`config.mk`:
```
export PLATFORM = sky130hd
export DESIGN_NAME = sw_load_display
export DESIGN_NICKNAME = d
export VERILOG_FILES = /design/src/rtl/sw_load_display.sv
export SDC_FILE = /design/constraint.sdc
export NUM_CORES = 1
export LEC_CHECK = 0
export BUFFER_PORTS_ARGS = -buffer_cell sky130_fd_sc_hd__clkbuf_2
export CAP_MARGIN = 20
export CORE_AREA = 2 2 165 167
export CTS_BUF_LIST = sky130_fd_sc_hd__clkbuf_4
export CTS_CLUSTER_DIAMETER = 40
export DETAILED_ROUTE_END_ITERATION = 10
export DIE_AREA = 0 0 167 169
export PLACE_DENSITY = 0.42
export REMOVE_ABC_BUFFERS = 1
export SYNTH_ARGS = -nofsm -noshare
export SYNTH_HDL_FRONTEND = slang
export SYNTH_SLANG_ARGS = --single-unit
export TNS_END_PERCENT = 1
```
`constraint.sdc`:
```
create_clock -name CLOCK_50 -period 6.65 [get_ports CLOCK_50]
set_input_delay 1.33 -clock CLOCK_50 [delete_from_list [all_inputs] [get_ports CLOCK_50]]
set_output_delay 1.33 -clock CLOCK_50 [all_outputs]
set_load 0.05 [all_outputs]
```
`src/rtl/sw_load_display.sv`:
```
// Switch-load register with debounced keys, sequential binary-to-BCD conversion
// and an active-low seven-segment display path with blanking and overflow dashes.
module sw_load_display #(
  parameter int SW_WIDTH        = 4,
  parameter int VAL_WIDTH       = 8,
  parameter int NUM_DIGITS      = 3,
  parameter int ACCUM_MODE      = 0,
  parameter int BLANK_LZ        = 1,
  parameter int DEBOUNCE_CYCLES = 1000000
) (
  input  logic                      CLOCK_50,
  input  logic                      reset,
  input  logic [SW_WIDTH-1:0]       sw_in,
  input  logic                      key_load_n,
  input  logic                      key_clr_n,
  output logic [7*NUM_DIGITS-1:0]   hex_out,
  output logic [VAL_WIDTH-1:0]      value_out,
  output logic                      busy,
  output logic                      load_pulse
);

  localparam int CNT_W  = $clog2(DEBOUNCE_CYCLES) + 1;
  localparam int BCD_D  = 4 * NUM_DIGITS;
  localparam int BCD_W  = BCD_D + 1;
  localparam int SCNT_W = $clog2(VAL_WIDTH + 1);
  localparam logic [CNT_W-1:0]  CNT_MAX  = CNT_W'(DEBOUNCE_CYCLES - 1);
  localparam logic [SCNT_W-1:0] SHFT_MAX = SCNT_W'(VAL_WIDTH - 1);

  typedef enum logic [1:0] {S_IDLE, S_SHIFT, S_DONE} state_t;

  // Index 0 is the load key, index 1 the clear key.
  logic [1:0]            w_keys_n;
  logic [1:0]            r_sync1;
  logic [1:0]            r_sync2;
  logic [1:0]            r_stable;
  logic [1:0]            r_press;
  logic [1:0][CNT_W-1:0] r_cnt;

  logic [VAL_WIDTH-1:0]  w_sw_ext;
  logic [VAL_WIDTH-1:0]  r_value;
  logic                  r_load_pulse;

  state_t                r_state;
  logic [SCNT_W-1:0]     r_bcnt;
  logic                  r_busy;
  logic [7*NUM_DIGITS-1:0] r_hex;
  logic [VAL_WIDTH-1:0]  r_shift;
  logic [BCD_W-1:0]      r_bcd;

  function automatic logic [6:0] seg7(input logic [3:0] d);
    logic [6:0] s;
    case (d)
      4'd0:    s = 7'h40;
      4'd1:    s = 7'h79;
      4'd2:    s = 7'h24;
      4'd3:    s = 7'h30;
      4'd4:    s = 7'h19;
      4'd5:    s = 7'h12;
      4'd6:    s = 7'h02;
      4'd7:    s = 7'h78;
      4'd8:    s = 7'h00;
      4'd9:    s = 7'h10;
      default: s = 7'h7F;
    endcase
    return s;
  endfunction

  // One shift-add-3 step; the top bit is a sticky flag for carries out of the
  // most significant displayed digit.
  function automatic logic [BCD_W-1:0] bcd_step(input logic [BCD_W-1:0] bcd,
                                                input logic in_bit);
    logic [BCD_D-1:0] adj;
    adj = bcd[BCD_D-1:0];
    for (int k = 0; k < NUM_DIGITS; k++) begin
      if (adj[4*k +: 4] >= 4'd5) adj[4*k +: 4] = adj[4*k +: 4] + 4'd3;
    end
    return {bcd[BCD_W-1] | adj[BCD_D-1], adj[BCD_D-2:0], in_bit};
  endfunction

  function automatic logic [7*NUM_DIGITS-1:0] render(input logic [BCD_W-1:0] bcd);
    logic [7*NUM_DIGITS-1:0] segs;
    logic                    lead;
    segs = '0;
    lead = (BLANK_LZ != 0);
    for (int k = NUM_DIGITS - 1; k >= 0; k--) begin
      if (bcd[4*k +: 4] != 4'd0) lead = 1'b0;
      if (bcd[BCD_W-1])
        segs[7*k +: 7] = 7'h3F;
      else if (lead && k != 0)
        segs[7*k +: 7] = 7'h7F;
      else
        segs[7*k +: 7] = seg7(bcd[4*k +: 4]);
    end
    return segs;
  endfunction

  assign w_keys_n = {key_clr_n, key_load_n};
  assign w_sw_ext = VAL_WIDTH'(sw_in);

  // Stage: key synchronisers and debouncers
  always_ff @(posedge CLOCK_50 or posedge reset) begin
    if (reset) begin
      r_sync1  <= '1;
      r_sync2  <= '1;
      r_stable <= '1;
      r_press  <= '0;
      r_cnt    <= '0;
    end else begin
      r_sync1 <= w_keys_n;
      r_sync2 <= r_sync1;
      for (int i = 0; i < 2; i++) begin
        r_press[i] <= 1'b0;
        if (r_sync2[i] == r_stable[i]) begin
          r_cnt[i] <= '0;
        end else if (r_cnt[i] == CNT_MAX) begin
          r_stable[i] <= r_sync2[i];
          r_cnt[i]    <= '0;
          r_press[i]  <= ~r_sync2[i];
        end else begin
          r_cnt[i] <= r_cnt[i] + 1'b1;
        end
      end
    end
  end

  // Stage: value register update, clear has priority over load
  always_ff @(posedge CLOCK_50 or posedge reset) begin
    if (reset) begin
      r_value      <= '0;
      r_load_pulse <= 1'b0;
    end else begin
      r_load_pulse <= |r_press;
      if (r_press[1]) begin
        r_value <= '0;
      end else if (r_press[0]) begin
        if (ACCUM_MODE != 0) r_value <= r_value + w_sw_ext;
        else                 r_value <= w_sw_ext;
      end
    end
  end

  // Stage: conversion control; a new value restarts from any state
  always_ff @(posedge CLOCK_50 or posedge reset) begin
    if (reset) begin
      r_state <= S_IDLE;
      r_bcnt  <= '0;
      r_busy  <= 1'b0;
      r_hex   <= render('0);
    end else if (r_load_pulse) begin
      r_state <= S_SHIFT;
      r_bcnt  <= '0;
      r_busy  <= 1'b1;
    end else begin
      case (r_state)
        S_SHIFT: begin
          r_bcnt <= r_bcnt + 1'b1;
          if (r_bcnt == SHFT_MAX) r_state <= S_DONE;
        end
        S_DONE: begin
          r_hex   <= render(r_bcd);
          r_busy  <= 1'b0;
          r_state <= S_IDLE;
        end
        default: r_state <= S_IDLE;
      endcase
    end
  end

  // Stage: conversion datapath
  always_ff @(posedge CLOCK_50) begin
    if (r_load_pulse) begin
      r_shift <= r_value;
      r_bcd   <= '0;
    end else if (r_state == S_SHIFT) begin
      r_bcd   <= bcd_step(r_bcd, r_shift[VAL_WIDTH-1]);
      r_shift <= r_shift << 1;
    end
  end

  assign hex_out    = r_hex;
  assign value_out  = r_value;
  assign busy       = r_busy;
  assign load_pulse = r_load_pulse;

endmodule

```
Word level (Yosys, flattened, before mapping)
Memory sizes are Yosys's and may differ from the RTL's. A register that Yosys moved wholly into a read port is not among the register bits.
Cells that the tools add are included.
{"block": "word_totals", "ff_bits": 108, "romBits": 336, "inputBits": 8, "out_inout_bits": 31, "word_cells": 91, "mem_count": 3}
{"name": "(no name shown)", "depth": 16, "width": 7, "read_ports": 1, "rd_ports_with_merged_regs": 1, "write_ports": 0, "line_no": "52", "source": "case (d)"}
{"name": "(no name shown)", "depth": 16, "width": 7, "read_ports": 1, "rd_ports_with_merged_regs": 1, "write_ports": 0, "line_no": "52"}
{"name": "(no name shown)", "depth": 16, "width": 7, "read_ports": 1, "rd_ports_with_merged_regs": 1, "write_ports": 0, "line_no": "52"}
{"block": "classes", "n_addsub": 6, "n_lt_le_gt_ge": 3, "n_eq_ne": 8, "mux": 41, "bitwise_logic": 6, "n_reduce_logical": 9}
{"operator": "21-bit two-way mux", "n": 4}
{"operator": "4-bit two-way mux", "n": 13}
{"operator": "21-bit by 1-bit adder with 21-bit output, second input constant", "n": 2}
{"operator": "21-bit by 20-bit == test with 1-bit output, second input constant", "n": 2}
{"operator": "7-bit two-way mux", "n": 5}
{"operator": "8-bit two-way mux", "n": 4}
{"operator": "4-bit by 2-bit adder with 4-bit output, second input constant", "n": 3}
{"operator": "4-bit by 3-bit greater-or-equal comparator with 1-bit output, second input constant", "n": 3}
{"operator": "1-bit two-way mux", "n": 12}
{"operator": "4-bit nonzero test", "n": 2}
{"operator": "2-bit two-way mux", "n": 3}
{"operator": "2-bit AND reduction", "n": 3}
{"operator": "2-bit nonzero test", "n": 3}
{"operator": "1-bit NOT", "n": 5}
{"operator": "4-bit by 1-bit adder with 4-bit output, second input constant", "n": 1}
{"operator": "4-bit by 3-bit == test with 1-bit output, second input constant", "n": 1}
{"operator": "3-bit != test, second input constant", "n": 1}
{"operator": "1-bit == test", "n": 2}
{"operator": "2-bit by 1-bit == test with 1-bit output, second input constant", "n": 1}
{"operator": "2-bit == test, second input constant", "n": 1}
{"operator": "2-bit OR reduction", "n": 1}
{"operator": "1-bit bitwise OR", "n": 1}

Longest topological paths before layout
{"block": "logic_depth", "ltp_word": 9, "mapped_depth": 11, "ltp_nobuf": 10}

Worst setup path after synthesis
Ideal clock, no wire load.
{"block": "synth_timing", "path_kind": "register to register", "startpoint": "register r_bcd[4]", "endpoint": "register (tool-made name)", "setup_ns": 0.078, "arrival_ns": 2.332, "t_required_ns": 6.572, "path_slack_ns": 4.240, "stages_incl_launch_ff": 10, "n_path_buf": 0, "synth_period_minus_slack_ns": 2.410, "path_cell_list": "dfxtp_1 inv_1 ha_1 nand2b_1 or3b_1 a311oi_2 inv_1 ha_1 or3_1 a32oi_1"}
{"item": "start, declared", "line_no": "48", "source": "logic [BCD_W-1:0] r_bcd;"}
{"item": "start signal, assigned", "line_no": "175", "source": "r_bcd <= bcd_step(r_bcd, r_shift[VAL_WIDTH-1]);"}

Worst setup path after layout
{"block": "layout_timing", "startpoint": "register r_load_pulse (netlist: load_pulse)", "endpoint": "output port load_pulse"}
{"item": "start, declared", "line_no": "41", "source": "logic r_load_pulse;"}
{"item": "start signal, assigned", "line_no": "132", "source": "r_load_pulse <= |r_press;"}
{"item": "end, declared", "line_no": "19", "source": "output logic load_pulse"}
No word-level cell between the ends.

==> impl_summary.log <==
INFO  metric ys_dominant_reg_cell = dfrtp_1
INFO  metric detailedPlacementHpwl = 8.45 mm
INFO  metric first_pass_grt_wire_length = 21.2 mm
INFO  metric area_growth = 12.4%
INFO  metric die_width = 167 um
INFO  metric synthTopCellsByArea = dfrtp_1, dfxtp_1, dfstp_2, nor2_1, ha_1
INFO  metric cts-hold-fix-buffers = 0
INFO  metric hold_path_startpoint = r_sync1[1]$_DFF_PP1_
INFO  metric root_buffer = clkbuf_4
INFO  metric cpLargestDelayFamily = flip-flops
INFO  metric overflow_after_grt = 0
INFO  metric clock_latency = 0.53 ns
INFO  metric pin_count_of_the_biggest_net_entering_global_routing = 49
INFO  metric number_of_hold_slack_violations_in_the_final_timing_report = 0
INFO  metric vdd.ir_drop.worst = 0.0824 mV
INFO  metric timing.setup.critical_path_class = flop to output pin
INFO  metric tightestPinTransition = 1.05 ns
INFO  metric sink_count_of_the_clock_tree = 125
INFO  metric period_share = 45.8%
INFO  metric p_clk_share = 39.7%
INFO  metric cp_cell_sequence = clkbuf_2
INFO  metric yosys_cell_types = 58
INFO  metric max_slew_margin = 30.0%
INFO  metric max_freq = 328 MHz
INFO  metric timing.hold.worst.class = flop to flop
INFO  metric first_global_vias = 4094
INFO  metric numnets_final = 653
INFO  metric clock_slew_at_reported_path_ffs = 0.11 ns
INFO  metric layout.filler_cells = 2819
INFO  metric post_layout_nonfiller_instances = 975
INFO  metric power.density_cell_area = 197 nW/um^2
INFO  metric route.detailed.drc = 0
INFO  metric gp_congestion = 0.753
INFO  metric fp.coreArea = 26500 um^2
INFO  metric postCtsSetupRepairBufs = 0
INFO  metric final_max_slew_viol_count = 0
INFO  metric combinational_power_share = 2.1%
INFO  metric wl = 12.5 mm
INFO  metric crit_slowest_cell = dfrtp_1
INFO  metric synthesis_warnings = 0
INFO  metric rsz_0062_raised_after_global_routing = no
INFO  metric netlist_instances = 591
INFO  metric cp.required = 5.32 ns
INFO  metric synth_area = 6010 um^2
INFO  metric tritoncts_clock_tree = done
INFO  metric hold-path-cell-count = 0
INFO  metric antenna_found_initial = 1
INFO  metric cts.htree.levels = 4
INFO  metric power.leakage = 0.00275 uW
INFO  metric synth_edf_count = 8
INFO  metric timing.clock.skew = 0.0137 ns
INFO  metric cp_slowest_stage_delay = 0.79 ns
INFO  metric cts_repair_resize_count = 0
INFO  metric worstSetupEndpointType = output pin
INFO  metric numPlacedInstances = 942
INFO  metric p_switching = 333 uW
INFO  metric critPathArrivalTime = 1.72 ns
INFO  metric port-buffer-count = 34
INFO  metric design.portCount = 39
INFO  metric detail_route.iter0.violations = 239
INFO  metric synth-async-reset-ratio = 66.4%
INFO  metric routed_wire_length_per_instance = 12.8 um
INFO  metric p_int = 996 uW
INFO  metric maximum_capacitance_violations = 0
INFO  metric r2r_start = r_state[1]$_DFFE_PP0P_
INFO  metric cts-buffers-inserted = 17
INFO  metric yosys.area.top_type_share = 25.8%
INFO  metric die_area = 28200 um^2
INFO  metric reg2reg_depth = 8
INFO  metric route.vias.total = 4157
INFO  metric final.min_clock_period = 3.05 ns
INFO  metric setup_violations = 0
INFO  metric drive_gt1_share = 16.9%
INFO  metric mostFrequentLayoutCells = nor2_1, dfrtp_1, dfxtp_1, clkbuf_2, nand2_1
INFO  metric synth-seq-cells = 125
INFO  metric cts_buffer_depth = 2
INFO  metric detail_route.first_pass.iterations = 5
INFO  metric yosysSeqAreaShare = 50.3%
INFO  metric die_height = 169 um
INFO  metric most_common_cell_after_layout_fill_and_taps_aside = nor2_1
INFO  metric sw_share = 25.1%
INFO  metric start_util = 22.7%
INFO  metric ant_nets = 0
INFO  metric cp-start-kind = flop
INFO  metric result_of_the_run = finished, final reports clean
INFO  metric holdPathEnd = r_sync2[1]$_DFF_PP1_
INFO  metric sequentialPowerShare = 58.1%
INFO  metric synth.largest_area_cell = dfrtp_1
INFO  metric avgSynthCellArea = 10.2 um^2
INFO  metric totalNegativeSetupSlack = 0 ns
INFO  metric path_max_fanout = 16
INFO  metric number_of_buffer_and_inverter_instances_along_the_worst_setup_path = 1
INFO  metric regToRegSetupSlack = 3.90 ns
INFO  metric via_per_inst = 4.26
INFO  metric fp-row-count = 60
INFO  metric groute.usage.overall = 9.34%
-- final cells by class --
| cell class | instances | area (um^2) | area share [%] |
|---|---|---|---|
| timing repair buffer | 37 | 193 | 2.86 |
| antenna | 1 | 2.50 | 0.0371 |
| inverter | 29 | 110 | 1.63 |
| tap | 341 | 427 | 6.32 |
| multi-input combinational | 410 | 2720 | 40.3 |
| clock buffer | 17 | 128 | 1.89 |
| sequential | 125 | 3020 | 44.8 |
| clock inverter | 15 | 144 | 2.13 |
-- logic make-up after synthesis --
logic type / after synthesis / share of synthesized area, %
buffers and inverters: 59 / 4.58
xor gates and xnor gates: 43 / 6.27
DFF: 125 / 50.3
AOI/OAI and AO/OA: 84 / 10.6
and+or+nand+nor: 235 / 19.7
muxes: 19 / 3.27
adders and majority gates: 25 / 5.21
other: 1 / 0.0624
-- worst max-delay path by stage --
stage / start / to / slack, ns / cells after the start
after floorplan: reset / busy$_DFFE_PP0P_ / 3.22 / 1
after global placement: r_state[1]$_DFFE_PP0P_ / flop / 3.92 / 8
after detailed placement: r_state[1]$_DFFE_PP0P_ / flop / 3.87 / 8
after CTS: load_pulse$_DFF_PP0_ / load_pulse / 3.56 / 1
after global routing: load_pulse$_DFF_PP0_ / load_pulse / 3.50 / 1
final: load_pulse$_DFF_PP0_ / load_pulse / 3.60 / 1
-- power by group through the flow --
stage | logic (uW) | registers [uW] | clock network, uW
2_1_floorplan | 20.5 | 786 | 0
3_5_place_dp | 30.3 | 787 | 0
4_1_cts | 30.3 | 773 | 557
3_3_place_gp | 30.2 | 787 | 0
6_report | 28.5 | 772 | 528
5_1_grt | 33.5 | 774 | 592
-- metal layers --
| layer | up-vias | global-route usage [%] | wire [um] |
|---|---|---|---|
| met5 | - | 0 | 0 |
| met4 | 0 | 3.19 | 145 |
| met3 | 12 | 2.60 | 404 |
| met2 | 72 | 14.7 | 5560 |
| met1 | 1966 | 12.4 | 6360 |
| li1 | 2107 | - | - |
-- synth_stat cells (3+ instances only) --
master and count:
a2111o_1 4, a21o_1 3, a21oi_1 20, a22oi_1 6, a2bb2oi_1 6, a31oi_1 6, and2_1 3, and3_1 8
and4_1 3, buf_2 7, buf_4 9, clkbuf_1 12, dfrtp_1 62, dfstp_2 21, dfxtp_1 34, edfxtp_1 8
ha_1 25, inv_1 29, mux2_2 5, mux2i_1 14, nand2_1 32, nand2b_1 6, nand3_1 24, nand4_1 16
nor2_1 85, nor2b_1 10, nor3_1 12, nor3b_1 5, nor4_1 9, nor4bb_1 3, o21ai_0 10, o22a_1 13
or2_2 4, or3_1 3, xnor2_1 24, xor2_1 19
-- metrics by stage --
step / total power [uW] / worst slack (ns) / utilization (%) / hold WS [ns] / area, um^2
global route: 1400 / 3.50 / 25.5 / 0.372 / 6750
global placement: 818 / 3.92 / 24.4 / 0.346 / 6470
CTS: 1360 / 3.56 / 25.5 / 0.362 / 6750
floorplan: 807 / 3.22 / - / 0.345 / 5850
finish: 1330 / 3.60 / 25.5 / 0.364 / 6750
detailed placement: 818 / 3.87 / 24.4 / 0.350 / 6470
Note: power is estimated with default switching activity, not from simulation.
